<file path="config.mk">
export PLATFORM = sky130hd
export DESIGN_NAME = instr_sequencer_flat
export DESIGN_NICKNAME = d
export VERILOG_FILES = /design/src/rtl/instr_sequencer_if.sv /design/src/rtl/instr_sequencer.sv /design/src/flat_wrapper.sv
export SDC_FILE = /design/constraint.sdc
export NUM_CORES = 1
export LEC_CHECK = 0
export BUFFER_PORTS_ARGS = -buffer_cell sky130_fd_sc_hd__buf_2
export CORE_ASPECT_RATIO = 1.25
export CORE_MARGIN = 2
export CORE_UTILIZATION = 54
export CTS_BUF_LIST = sky130_fd_sc_hd__clkbuf_4
export DETAILED_ROUTE_END_ITERATION = 10
export PLACE_DENSITY = 0.82
export SLEW_MARGIN = 0
export SYNTH_ARGS = -nofsm -noshare
export SYNTH_HDL_FRONTEND = slang
export SYNTH_SLANG_ARGS = --single-unit
</file>
<file path="constraint.sdc">
create_clock -name clk -period 1.85 [get_ports clk]
set_input_delay 0.37 -clock clk [delete_from_list [all_inputs] [get_ports clk]]
set_output_delay 0.37 -clock clk [all_outputs]
set_load 0.03 [all_outputs]
</file>
<file path="src/rtl/instr_sequencer_if.sv">
// Bus bundle between the instruction sequencer and its surroundings.
// It carries two groups of signals:
//   - the fetch bus to program memory: instr_req, instr_addr, instr_valid, instr_data
//   - the register-bank / ALU control signals: ri/rj/rk selects, ri_data,
//     update, alusel, imm and imm_sel
// It also carries the status signals pcjmp and halted.
// The master modport is the sequencer side. The slave modport is the
// memory / register-bank side.
interface instr_sequencer_if #(
   parameter int PC_W = 8
);
   logic            instr_req;
   logic [PC_W-1:0] instr_addr;
   logic            instr_valid;
   logic [15:0]     instr_data;
   logic [4:0]      ri_select;
   logic [4:0]      rj_select;
   logic [4:0]      rk_select;
   logic [7:0]      ri_data;
   logic            update;
   logic [2:0]      alusel;
   logic [7:0]      imm;
   logic            imm_sel;
   logic            pcjmp;
   logic            halted;

   modport master (
      output instr_req, instr_addr,
      input  instr_valid, instr_data,
      output ri_select, rj_select, rk_select,
      input  ri_data,
      output update, alusel, imm, imm_sel, pcjmp, halted
   );

   modport slave (
      input  instr_req, instr_addr,
      output instr_valid, instr_data,
      input  ri_select, rj_select, rk_select,
      output ri_data,
      input  update, alusel, imm, imm_sel, pcjmp, halted
   );
endinterface

</file>
<file path="src/rtl/instr_sequencer.sv">
// Multi-cycle instruction sequencer.
// It fetches 16-bit instruction words from program memory and decodes them
// into register-bank and ALU controls. It also handles LDI, JMP, JZ, NOP and
// HALT.
// Each instruction passes through FETCH -> DECODE -> EXEC -> WB. This takes
// 4 cycles, plus any cycles spent waiting for program memory.
// Ports:
//   clk - rising-edge clock
//   rst - synchronous active-high reset
//   bus - instr_sequencer_if.master, which carries:
//         fetch bus (instr_req/instr_addr out, instr_valid/instr_data in)
//         ri/rj/rk selects out, ri_data in
//         update, alusel, imm, imm_sel, pcjmp, halted out
module instr_sequencer #(
   parameter int PC_W = 8
) (
   input logic                clk,
   input logic                rst,
   instr_sequencer_if.master  bus
);

   typedef enum logic [2:0] {
      IDLE,
      FETCH,
      DECODE,
      EXEC,
      WB,
      HALT
   } state_t;

   localparam logic [3:0] OP_LDI  = 4'h8;
   localparam logic [3:0] OP_JMP  = 4'h9;
   localparam logic [3:0] OP_JZ   = 4'hA;
   localparam logic [3:0] OP_HALT = 4'hF;

   state_t          state;
   logic [PC_W-1:0] pc;
   logic [PC_W-1:0] pc_target;
   logic [15:0]     instr;
   logic            req_r;
   logic [PC_W-1:0] addr_r;
   logic            update_r;
   logic            pcjmp_r;
   logic            halted_r;
   logic [3:0]      op;

   assign op = instr[15:12];

   // The decoded controls are taken straight from the instruction latch.
   // The latch only changes on a FETCH capture. This keeps the controls
   // stable from DECODE through WB, and keeps them zero after reset.
   // JZ is the exception for ri_select: it reads its test register from
   // the rk field, bits [11:8].
   assign bus.rk_select = {1'b0, instr[11:8]};
   assign bus.ri_select = (op == OP_JZ) ? {1'b0, instr[11:8]} : {1'b0, instr[7:4]};
   assign bus.rj_select = {1'b0, instr[3:0]};
   assign bus.imm       = instr[7:0];
   assign bus.imm_sel   = (op == OP_LDI);
   assign bus.alusel    = op[3] ? 3'd0 : op[2:0];

   assign bus.instr_req  = req_r;
   assign bus.instr_addr = addr_r;
   assign bus.halted     = halted_r;

   // The write strobe and the jump pulse are masked by rst. This stops the
   // register bank from writing while reset is held during WB, even though
   // the registered strobe is already high in that cycle.
   assign bus.update = update_r & ~rst;
   assign bus.pcjmp  = pcjmp_r & ~rst;

   // Main sequencer.
   // The registered outputs are set on the transition into the state in
   // which they must be visible.
   // The next PC is computed in EXEC. It is committed in WB, and the next
   // fetch address is loaded in the same edge.
   always_ff @(posedge clk) begin
      if (rst) begin
         state     <= IDLE;
         pc        <= '0;
         pc_target <= '0;
         instr     <= 16'h0000;
         req_r     <= 1'b0;
         addr_r    <= '0;
         update_r  <= 1'b0;
         pcjmp_r   <= 1'b0;
         halted_r  <= 1'b0;
      end else begin
         unique case (state)
            IDLE: begin
               req_r  <= 1'b1;
               addr_r <= pc;
               state  <= FETCH;
            end
            FETCH: begin
               if (bus.instr_valid) begin
                  instr <= bus.instr_data;
                  req_r <= 1'b0;
                  state <= DECODE;
               end
            end
            DECODE: begin
               if (op == OP_HALT) begin
                  halted_r <= 1'b1;
                  state    <= HALT;
               end else begin
                  state <= EXEC;
               end
            end
            EXEC: begin
               pc_target <= pc + PC_W'(1);
               if (op[3] == 1'b0 || op == OP_LDI) begin
                  update_r <= 1'b1;
               end else if (op == OP_JMP) begin
                  pcjmp_r   <= 1'b1;
                  pc_target <= PC_W'(instr[7:0]);
               end else if (op == OP_JZ && bus.ri_data == 8'h00) begin
                  pcjmp_r   <= 1'b1;
                  pc_target <= PC_W'(instr[7:0]);
               end
               state <= WB;
            end
            WB: begin
               pc       <= pc_target;
               addr_r   <= pc_target;
               req_r    <= 1'b1;
               update_r <= 1'b0;
               pcjmp_r  <= 1'b0;
               state    <= FETCH;
            end
            HALT: begin
               state <= HALT;
            end
            default: begin
               state <= IDLE;
            end
         endcase
      end
   end

endmodule

</file>
<file path="src/flat_wrapper.sv">
// flat-port wrapper written by rule: the top's interface ports become plain ports
module instr_sequencer_flat 
#(
   parameter int PC_W = 8
)
  (clk, rst, bus_instr_req, bus_instr_addr, bus_instr_valid, bus_instr_data, bus_ri_select, bus_rj_select, bus_rk_select, bus_ri_data, bus_update, bus_alusel, bus_imm, bus_imm_sel, bus_pcjmp, bus_halted);
  instr_sequencer_if #(.PC_W(PC_W)) bus_i ();
  input logic clk;
  input logic rst;
  output wire logic [$bits(bus_i.instr_req)-1:0] bus_instr_req;
  output wire logic [$bits(bus_i.instr_addr)-1:0] bus_instr_addr;
  input wire logic [$bits(bus_i.instr_valid)-1:0] bus_instr_valid;
  input wire logic [$bits(bus_i.instr_data)-1:0] bus_instr_data;
  output wire logic [$bits(bus_i.ri_select)-1:0] bus_ri_select;
  output wire logic [$bits(bus_i.rj_select)-1:0] bus_rj_select;
  output wire logic [$bits(bus_i.rk_select)-1:0] bus_rk_select;
  input wire logic [$bits(bus_i.ri_data)-1:0] bus_ri_data;
  output wire logic [$bits(bus_i.update)-1:0] bus_update;
  output wire logic [$bits(bus_i.alusel)-1:0] bus_alusel;
  output wire logic [$bits(bus_i.imm)-1:0] bus_imm;
  output wire logic [$bits(bus_i.imm_sel)-1:0] bus_imm_sel;
  output wire logic [$bits(bus_i.pcjmp)-1:0] bus_pcjmp;
  output wire logic [$bits(bus_i.halted)-1:0] bus_halted;
  assign bus_instr_req = bus_i.instr_req;
  assign bus_instr_addr = bus_i.instr_addr;
  assign bus_i.instr_valid = bus_instr_valid;
  assign bus_i.instr_data = bus_instr_data;
  assign bus_ri_select = bus_i.ri_select;
  assign bus_rj_select = bus_i.rj_select;
  assign bus_rk_select = bus_i.rk_select;
  assign bus_i.ri_data = bus_ri_data;
  assign bus_update = bus_i.update;
  assign bus_alusel = bus_i.alusel;
  assign bus_imm = bus_i.imm;
  assign bus_imm_sel = bus_i.imm_sel;
  assign bus_pcjmp = bus_i.pcjmp;
  assign bus_halted = bus_i.halted;
  instr_sequencer #(.PC_W(PC_W)) u_core (.clk(clk), .rst(rst), .bus(bus_i));
endmodule
</file>
==> summary by stage <==
Run status
The run finished, with violations left. The checks that failed: setup timing.

Routing
After detailed routing, the average wire length per cell comes to between 10 and 15 µm. The first-pass iteration count of the detailed router is 4. The post-detailed-route DRC marker count is 0.

The final route contains 2,068 vias. The detailed router finished its first iteration with approximately 70 violations. Wires add up to 5220 µm. In the routed layout, each cell is associated on average with a via count of roughly 5.3. The antenna violation net count after detailed routing is 0.

Die
The count of pins on the block boundary is 66. The full die area is ~5000 µm². The row count is 27. After floorplanning, the core was sized to cover 4360 µm².

The die extent in y is around 79 µm. Once the floorplan was initialized, standard cells occupied a little under three fifths of the core. The die is roughly 64 µm wide.

Synthesis
The cell taking the most area after synthesis is sky130_fd_sc_hd__dfxtp_1. Summing the areas of all compound-gate instances in the mapped netlist gives approximately 18% of the synthesized area. The largest family of logic cells by synthesized area is simple AND/OR/NAND/NOR gates. By area the synthesized netlist is led by sky130_fd_sc_hd__dfxtp_1 39%, sky130_fd_sc_hd__nand2_1 8.2%, sky130_fd_sc_hd__buf_4 6.2%. The number of enable flip-flop cells after synthesis is 0.

The netlist uses 43 different library cells. The register bit total from synthesis is between 40 and 50. Summing the areas of all fa, ha and maj instances in the mapped netlist gives 0.514% of the synthesized area. In this run the mean area of a mapped cell was 8.61 µm².

In this run the biggest area consumer among cell types represents 38.6% of the synthesized area. Measured against the total synthesized area, the mux share comes to under 10%. The cell count after synthesis is roughly 280. During synthesis, Yosys emitted a total of 0 warnings. The share of the synthesized netlist area taken by xor and xnor gates is around 2.5%. Summing the areas of all and, or, nand and nor instances in the mapped netlist gives about a quarter of the synthesized area. The proportion of synthesized flip-flops having asynchronous set or reset is 0%. Sequential elements use between 30% and 40% of the synthesized area.

Sorting the synthesized cells by how often they occur yields 53 x sky130_fd_sc_hd__nand2_1, 47 x sky130_fd_sc_hd__dfxtp_1, 26 x sky130_fd_sc_hd__a21oi_1. For this run, the leading register cell type out of synthesis is sky130_fd_sc_hd__dfxtp_1. The most instantiated library cell after synthesis is sky130_fd_sc_hd__nand2_1.

The cell area that synthesis handed to floorplanning was approximately 2400 µm².

Finish
The utilization of the core after routing is around two thirds. The finished layout holds a little under 400 standard cells, fillers aside. For this run, the post-layout net count is 360.

The fraction of layout instances using a drive strength above 1 is between 30% and 40%. The count of antenna diodes in the layout is 0. The signed area change from the synthesized netlist to the final layout is 17.1%.

Clocking
Clock tree synthesis inserted a total of 5 buffers. The clock tree from TritonCTS is built. The clock tree synthesis step divided the H-tree into 2 levels. The clock net in this run drives a total of between 40 and 50 sinks. The cell at the root of the clock tree is sky130_fd_sc_hd__clkbuf_4. No sink is reached through more buffers than the 2 on the longest clock path. Clock-pin slew was measured on the worst setup and hold paths at between 0.1 and 0.15 ns.

The worst-skew pair later-pin latency is between 0.3 and 0.4 ns.

Critical path
The setup check on the worst reg-to-reg path leaves a slack of approximately 0.32 ns. The largest fanout on the critical path is 4. The cell at the slowest stage of the critical path is sky130_fd_sc_hd__dfxtp_2. STA classifies the critical path endpoint as an output port. The class of the most critical setup path is reg2out. The critical path arrival is about 1.6 ns. The critical path goes through nand2b_4, nor3b_4, buf_6, mux2_4, buf_6. In this design, the critical path's most frequently occurring cell is sky130_fd_sc_hd__buf_6.

The worst path required time is roughly 1.5 ns. For this run, the slowest stage of the critical path takes 0.35 ns. The startpoint type of the worst setup path is a flip-flop.

GRT
For this run, global-route usage on met1 was measured as 27.2%. Global routing used around 22% of the available tracks. The first global-routing pass estimated 8950 µm of wire. The layer flagged by global routing as most heavily used is met2.

The number of antenna violations at the first check in global routing is 0. Global routing consumed, on the met3 layer, under 10% of the routing resources. The global-route congestion overflow total is 0.

The global-route met2 utilization is a little under two fifths. The pin count of the biggest net entering global routing is 23. The via count of the first global-routing pass is 2,000.

Place
Routability-driven placement finished with a final weighted congestion of ~0.81. Prior to clock tree synthesis, the placed netlist has a worst setup slack of between 0.15 and 0.2 ns. Detailed placement ended at an HPWL of roughly 3800 µm.

The count of input and output buffers is 62. In this run, placement finished with an instance count of 382.

Timing
Based on the critical path, the design can be clocked at up to ~500 MHz. After layout, the minimum clock period comes to 2.01 ns. Between clock sinks in the finished design, the worst skew comes to approximately 0.008 ns.

The final worst setup slack is -0.157 ns. The final period utilization is 108%. Adding up every negative setup slack in the final design gives -0.607 ns. The max-slew violation count is 0. The total setup violations reported at the end of the flow is 4. The final count of hold timing violations is 0. Setup repair after global routing could not meet its margin everywhere. The final worst hold slack is 0.228 ns.

Min path
The class of the most critical hold timing path is in2reg.

Flow run
The max-cap check violation count is 0.

Power and ir drop
For this design the static power due to leakage is around 0.0012 µW. Power spread over the standard cell area amounts to 724 nW/µm². Across the VDD grid, the largest voltage drop is around 0.55 mV.
==> registers in the layout, indices dropped and copies added (netlist names) <==
register,count
u_core.instr,16
u_core.bus.instr_addr,8
u_core.pc,8
u_core.pc_target,8
u_core.state,3
u_core.bus.halted,1
u_core.bus.instr_req,1
u_core.pcjmp_r,1
u_core.update_r,1
==> metrics by stage <==
step | instance area (µm²) | total power (µW)
2_1_floorplan | 2440 | 1380
3_5_place_dp | 2710 | 1470
4_1_cts | 2850 | 2070
3_3_place_gp | 2710 | 1460
6_report | 2850 | 2060
5_1_grt | 2850 | 2150
==> where the power goes <==
| group | internal (µW) | switching, µW |
|---|---|---|
| Sequential | 1050 | 33.6 |
| Combinational | 137 | 238 |
| Clock | 278 | 324 |
==> worst paths after layout <==
path / startpoint / endpoint / cells past startpoint
max: u_core.instr[14] / bus_ri_select[0] / 5
min: bus_instr_data[9] / u_core.instr[9] / 3
max reg2reg: u_core.state[1] / u_core.pc_target[5] / 4
min reg2reg: u_core.pc_target[7] / u_core.pc[7] / 2
==> cell usage in the layout, fill, tap and decap left out, types with 2 or more instances in the layout <==
| master | count |
|---|---|
| sky130_fd_sc_hd__buf_4 | 16 |
| sky130_fd_sc_hd__nand3_1 | 5 |
| sky130_fd_sc_hd__a211oi_1 | 8 |
| sky130_fd_sc_hd__xor2_1 | 2 |
| sky130_fd_sc_hd__nand2_1 | 53 |
| sky130_fd_sc_hd__nor3b_1 | 7 |
| sky130_fd_sc_hd__o41ai_2 | 3 |
| sky130_fd_sc_hd__o311ai_1 | 3 |
| sky130_fd_sc_hd__xnor2_1 | 5 |
| sky130_fd_sc_hd__buf_2 | 57 |
| sky130_fd_sc_hd__a22oi_1 | 2 |
| sky130_fd_sc_hd__nor3_1 | 3 |
| sky130_fd_sc_hd__o211ai_1 | 2 |
| sky130_fd_sc_hd__and3b_1 | 2 |
| sky130_fd_sc_hd__clkbuf_4 | 5 |
| sky130_fd_sc_hd__nor2b_1 | 9 |
| sky130_fd_sc_hd__mux2i_1 | 8 |
| sky130_fd_sc_hd__dfxtp_2 | 2 |
| sky130_fd_sc_hd__conb_1 | 3 |
| sky130_fd_sc_hd__buf_6 | 5 |
| sky130_fd_sc_hd__mux2_4 | 4 |
| sky130_fd_sc_hd__a311oi_2 | 2 |
| sky130_fd_sc_hd__a31oi_1 | 3 |
| sky130_fd_sc_hd__dfxtp_1 | 45 |
| sky130_fd_sc_hd__nor2_1 | 23 |
| sky130_fd_sc_hd__nor2b_4 | 2 |
| sky130_fd_sc_hd__a21oi_1 | 26 |
| sky130_fd_sc_hd__nand3b_1 | 7 |
==> cells by family after synthesis <==
| family | Yosys count |
|---|---|
| xor+xnor | 7 |
| flops | 47 |
| other cells | 1 |
| compound gates | 56 |
| buf+inv | 38 |
| fa+ha+maj | 1 |
| simple gates | 121 |
| mux | 12 |
==> layout make-up <==
cell class | instances | area, µm²
Clock buffer | 5 | 37.5
Clock inverter | 3 | 38.8
Fill cell | 371 | 1510
Multi-Input combinational cell | 200 | 1300
Sequential cell | 47 | 943
Tap cell | 58 | 72.6
Timing Repair Buffer | 78 | 462
==> critical path, delay by kind of cell, from the launching register on <==
family                 cells  cell delay [ns]
buffers and inverters      2             0.29
muxes                      1             0.31
DFF                        1             0.35
and+or+nand+nor            2             0.33
==> timing repair <==
| item | in CTS | in global routing |
|---|---|---|
| endpoints found under the setup margin | 4 | 5 |
| hold buffers | 0 | 0 |
| pin swaps | 1 | 0 |
| gates resized for setup | 15 | 3 |
| setup buffers | 2 | 0 |
==> layer usage <==
layer  wire [µm]  up-vias
met1        2240      939
li1            -     1056
met5           0        -
met2        2590       65
met3         302        8
met4          89        0
(Power assumes the default switching activity.)
